$ cat src/rtl/cpu_pkg.sv
// Shared CPU definitions: fetch widths, opcode constants, fetch FSM states and
// the {instr, pc} entry carried through the prefetch path.
package cpu_pkg;

    localparam int unsigned ADDR_W  = 8;
    localparam int unsigned INSTR_W = 16;
    localparam int unsigned OP_W    = 4;
    localparam int unsigned PC_STEP = 2;

    localparam logic [OP_W-1:0] HALT_OP = 4'b1110;

    typedef enum logic {
        StRun  = 1'b0,
        StHalt = 1'b1
    } fetch_state_e;

    typedef struct packed {
        logic [INSTR_W-1:0] instr;
        logic [ADDR_W-1:0]  pc;
    } fetch_entry_t;

    function automatic logic [OP_W-1:0] opcode_of(input logic [INSTR_W-1:0] instr);
        return instr[INSTR_W-1 -: OP_W];
    endfunction

endpackage

$ cat src/rtl/fetch_buf.sv
// Two-entry prefetch FIFO. Entry 0 is always the head, so the outputs come
// straight from a register; flush wins over push and pop.
module fetch_buf import cpu_pkg::*; #(
    parameter int unsigned INSTR_W = cpu_pkg::INSTR_W,
    parameter int unsigned ADDR_W  = cpu_pkg::ADDR_W
) (
    input  logic               clk,
    input  logic               rst_n,
    input  logic               flush,
    input  logic               push,
    input  logic               pop,
    input  logic [INSTR_W-1:0] push_instr,
    input  logic [ADDR_W-1:0]  push_pc,
    output logic [INSTR_W-1:0] head_instr,
    output logic [ADDR_W-1:0]  head_pc,
    output logic [1:0]         count
);

    logic [INSTR_W-1:0] instr_q [2];
    logic [ADDR_W-1:0]  pc_q    [2];
    logic [1:0]         count_q;
    logic               pop_ok;

    assign pop_ok     = pop && (count_q != 2'd0);
    assign head_instr = instr_q[0];
    assign head_pc    = pc_q[0];
    assign count      = count_q;

    always_ff @(posedge clk or negedge rst_n) begin
        if (!rst_n) begin
            instr_q[0] <= '0;
            instr_q[1] <= '0;
            pc_q[0]    <= '0;
            pc_q[1]    <= '0;
            count_q    <= 2'd0;
        end else if (flush) begin
            count_q <= 2'd0;
        end else begin
            case ({push, pop_ok})
                2'b10: begin
                    if (count_q == 2'd0) begin
                        instr_q[0] <= push_instr;
                        pc_q[0]    <= push_pc;
                    end else begin
                        instr_q[1] <= push_instr;
                        pc_q[1]    <= push_pc;
                    end
                    count_q <= count_q + 2'd1;
                end
                2'b01: begin
                    instr_q[0] <= instr_q[1];
                    pc_q[0]    <= pc_q[1];
                    count_q    <= count_q - 2'd1;
                end
                2'b11: begin
                    // Occupancy is unchanged; the new word lands behind whatever remains.
                    if (count_q == 2'd1) begin
                        instr_q[0] <= push_instr;
                        pc_q[0]    <= push_pc;
                    end else begin
                        instr_q[0] <= instr_q[1];
                        pc_q[0]    <= pc_q[1];
                        instr_q[1] <= push_instr;
                        pc_q[1]    <= push_pc;
                    end
                end
                default: ;
            endcase
        end
    end

endmodule

$ cat src/rtl/fetch_ctrl.sv
// Instruction-fetch sequencer: owns the PC, fetches into a 2-entry prefetch
// buffer, honours redirects and stops on the HALT opcode.
module fetch_ctrl import cpu_pkg::*; #(
    parameter int unsigned       ADDR_W   = cpu_pkg::ADDR_W,
    parameter int unsigned       INSTR_W  = cpu_pkg::INSTR_W,
    parameter logic [ADDR_W-1:0] RESET_PC = '0,
    parameter logic [3:0]        HALT_OP  = cpu_pkg::HALT_OP
) (
    input  logic               clk,
    input  logic               rst_n,
    output logic [ADDR_W-1:0]  Address,
    input  logic [INSTR_W-1:0] Instruction,
    output logic [INSTR_W-1:0] InstrOut,
    output logic [ADDR_W-1:0]  PCOut,
    output logic               Valid,
    input  logic               Ready,
    input  logic               Redirect,
    input  logic [ADDR_W-1:0]  Target,
    output logic               Halted
);

    fetch_state_e      state_q;
    logic [ADDR_W-1:0] pc_q;
    logic              halted_q;
    logic [1:0]        count;
    logic              deq;
    logic              can_fetch;
    logic              is_halt;

    assign Valid     = (count != 2'd0);
    assign deq       = Valid && Ready;
    assign can_fetch = (state_q == StRun) && !Redirect && ((count != 2'd2) || deq);
    assign is_halt   = (Instruction[INSTR_W-1 -: 4] == HALT_OP);
    assign Address   = pc_q;
    assign Halted    = halted_q;

    always_ff @(posedge clk or negedge rst_n) begin
        if (!rst_n) begin
            state_q  <= StRun;
            pc_q     <= RESET_PC;
            halted_q <= 1'b0;
        end else if (Redirect) begin
            state_q  <= StRun;
            pc_q     <= Target & ~ADDR_W'(1);
            halted_q <= 1'b0;
        end else if (can_fetch) begin
            // The HALT word itself is still queued; only the PC stops advancing.
            if (is_halt) begin
                state_q  <= StHalt;
                halted_q <= 1'b1;
            end else begin
                pc_q <= pc_q + ADDR_W'(PC_STEP);
            end
        end
    end

    fetch_buf #(
        .INSTR_W(INSTR_W),
        .ADDR_W (ADDR_W)
    ) u_buf (
        .clk       (clk),
        .rst_n     (rst_n),
        .flush     (Redirect),
        .push      (can_fetch),
        .pop       (deq),
        .push_instr(Instruction),
        .push_pc   (pc_q),
        .head_instr(InstrOut),
        .head_pc   (PCOut),
        .count     (count)
    );

endmodule

$ cat config.mk
export PLATFORM = sky130hd
export DESIGN_NAME = fetch_ctrl
export DESIGN_NICKNAME = d
export VERILOG_FILES = /design/src/rtl/cpu_pkg.sv /design/src/rtl/fetch_buf.sv /design/src/rtl/fetch_ctrl.sv
export SDC_FILE = /design/constraint.sdc
export NUM_CORES = 1
export LEC_CHECK = 0
export BUFFER_PORTS_ARGS = -buffer_cell sky130_fd_sc_hd__buf_2
export CORE_AREA = 4 4 88 69
export CTS_BUF_LIST = sky130_fd_sc_hd__clkbuf_4 sky130_fd_sc_hd__clkbuf_8
export DETAILED_ROUTE_END_ITERATION = 10
export DIE_AREA = 0 0 92 73
export PLACE_DENSITY_LB_ADDON = 0.15
export SLEW_MARGIN = 20
export SYNTH_ARGS = -nofsm -noshare
export SYNTH_HDL_FRONTEND = slang
export SYNTH_SLANG_ARGS = --single-unit
$ cat constraint.sdc
create_clock -name clk -period 5.4 [get_ports clk]
set_input_delay 0.27 -clock clk [delete_from_list [all_inputs] [get_ports clk]]
set_output_delay 0.27 -clock clk [all_outputs]
set_load 0.1 [all_outputs]
==> flow_summary_export.csv <==
group,metric,value,unit
status,status,"finished clean",
placement,globalplace.congestion,0.781,
final_layout,final_common_cell,"buf_2",
floorplan,dieHeight,73,um
yosys,yosysUniqueCellTypes,35,
yosys,ys_warn_count,0,
worst_setup_path,crit_fanout,26,
clock_tree,htreeDepth,3,
yosys,ys_seq_area_frac,0.510,
clock_tree,clkSlewWorstSetupHoldPaths,60,ps
route,antenna_left,0,
route,drt_iter0_drc,66,
clock_tree,cts_tree,"yes",
floorplan,start_util,0.534,
timing,skew,5.05,ps
hold_path,hp-class,"input pin to asynchronous set/reset pin",
route,viasPerCell,5.11,
timing,finalCritPeriodShare,0.414,
placement,port_buffers,59,
clock_tree,post_cts_resized,0,
clock_tree,cts_setup_buffers,0,
timing,hold_slack,73.1,ps
yosys,avgSynthCellArea,11.1,um2
floorplan,io_pins,62,
timing,hold_violations,0,
timing,relSlewSlack,0.318,
final_layout,fin_nets,320,
timing,drv_slew,0,
clock_tree,clock-sinks,57,
route,dr.pass1.iters,4,
timing,fmaxAchievable,447,MHz
floorplan,coreArea,0.00524,mm2
clock_tree,clock_latency,330,ps
worst_setup_path,crit_path_end_kind,"register",
timing,finalSetupViolations,0,
run,maxCapViolations,0,
global_routing,grt_pass1_vias,1902,
global_routing,antenna_found_initial,0,
worst_setup_path,start_kind,"register",
clock_tree,holdBufCountCts,0,
worst_setup_path,crit_arrival,2480,ps
yosys,syn-cell-area,0.00280,mm2
route,drc_errors,0,
clock_tree,cts_max_path_buffers,2,
clock_tree,root_buffer,"clkbuf_8",
timing,rsz0062_at_grt,"no",
route,drt_wl_total,5170,um
route,vias,1874,
global_routing,grt.total_usage,0.175,
yosys,ys_ff_latch,57,
worst_setup_path,ff2ff_setup_slack,3160,ps
yosys,netlist_instances,253,
floorplan,dieArea,0.00672,mm2
route,routedWlPerCell,14.1,um
timing,worst_pin_slew,1020,ps
global_routing,grt_pass1_wl,9110,um
global_routing,grt_max_degree,58,
worst_setup_path,setup.worst_path.class,"register to register",
final_layout,seq_area,0.00143,mm2
floorplan,rows,23,
final_layout,multiInputGateArea,0.00110,mm2
final_layout,drive_gt1_frac,0.349,
final_layout,syn_to_final_growth,14.0,%
final_layout,most-common-layout-cells,"buf_2, dfrtp_1, nor2_1",
global_routing,grt_overflow,0,
timing,final.min_clock_period,2240,ps
timing,tns,0,ps
final_layout,n_antenna_cell,0,
yosys,syn_nets,285,
floorplan,fp.dieW,92,um
worst_setup_path,worstPathRequired,5640,ps
placement,dp_hpwl,3410,um
final_layout,nFillCells,469,
clock_tree,cts-buffers-inserted,9,
-- cells in the mapped netlist --
cell type,count,share of area
nand3_1,4,0.0072
clkbuf_1,3,0.0040
nand3b_1,1,0.0027
a221o_1,1,0.0036
a311oi_1,1,0.0031
xnor2_1,3,0.0094
o21ai_0,5,0.0089
nor2b_1,2,0.0045
a211oi_2,1,0.0045
a211o_1,3,0.0094
and3_1,1,0.0022
a21oi_1,26,0.046
a221oi_1,1,0.0031
a21oi_2,1,0.0031
conb_1,1,0.0013
nor3_1,1,0.0018
buf_2,8,0.014
o311a_1,1,0.0036
and4b_1,1,0.0036
nor4_1,1,0.0022
a2111o_1,1,0.0040
mux2i_1,26,0.093
nor2_1,27,0.036
o311ai_0,1,0.0031
buf_4,26,0.070
buf_6,1,0.0040
nand4_1,1,0.0022
nand2b_4,1,0.0049
or3b_1,1,0.0031
nand2_1,10,0.013
a2111oi_0,1,0.0031
dfrtp_1,57,0.51
mux2_2,21,0.084
ha_1,4,0.018
inv_1,9,0.012
-- logic make-up after synthesis --
kind of cell	Yosys count	share of synthesized area
multiplexers	47	0.177
XOR/XNOR	3	0.00939
adder cells (fa/ha/maj)	4	0.0179
buffers and inverters	47	0.104
flip-flops	57	0.510
other	1	0.00134
AO/OA/AOI/OAI	43	0.0961
AND/OR/NAND/NOR	51	0.0840
-- layer usage --
| metal | up-vias | wire [um] | global-route usage |
|---|---|---|---|
| li1 | 912 | - | - |
| met2 | 51 | 2280 | 0.263 |
| met4 | 0 | 53 | 0.0494 |
| met3 | 7 | 310 | 0.0742 |
| met5 | - | 0 | 0 |
| met1 | 904 | 2530 | 0.235 |
-- through the flow --
stage	cell area, um2	worst slack, ps	std cells	util
5_1_grt	3190	2970	367	0.609
6_report	3190	3160	367	0.609
3_5_place_dp	2960	2940	351	0.566
3_3_place_gp	2960	3010	351	0.566
4_1_cts	3160	2940	366	0.604
2_1_floorplan	2800	3130	253	-
-- area by class of cell --
class | instances | area share
Inverter | 9 | 0.0106
Timing Repair Buffer | 62 | 0.106
Tap cell | 75 | 0.0294
Clock buffer | 12 | 0.0498
Clock inverter | 3 | 0.0125
Multi-Input combinational cell | 149 | 0.345
Sequential cell | 57 | 0.447
-- critical path, cell delays in order (launching register included) --
cell	delay, ps
dfrtp_1	350
inv_1	80
ha_1	310
or3b_1	450
a21oi_4	540
buf_16	240
nor2_1	50
a21oi_1	130
-- flip-flops by register name, indices dropped and copies added (netlist names) --
signal / flops
u_buf.head_instr: 16
u_buf.count: 2
u_buf.instr_q: 16
Address: 7
u_buf.head_pc: 8
u_buf.pc_q: 7
Halted: 1
-- final timing paths --
kind	from	to	depth (start not counted)
max	u_buf.count[0]	u_buf.head_instr[8]	7
max in group asynchronous	rst_n	u_buf.head_pc[3]	2
min reg2reg	u_buf.pc_q[5]	u_buf.pc_q[5]	2
min	rst_n	u_buf.head_pc[4]	2
min in group clk	Target[4]	Address[4]	3
max reg2reg	u_buf.count[0]	u_buf.head_instr[8]	7
Power is left out: the tool's default activity adds up to more than one toggle a clock period on the data nets, which glitch-free logic cannot reach.
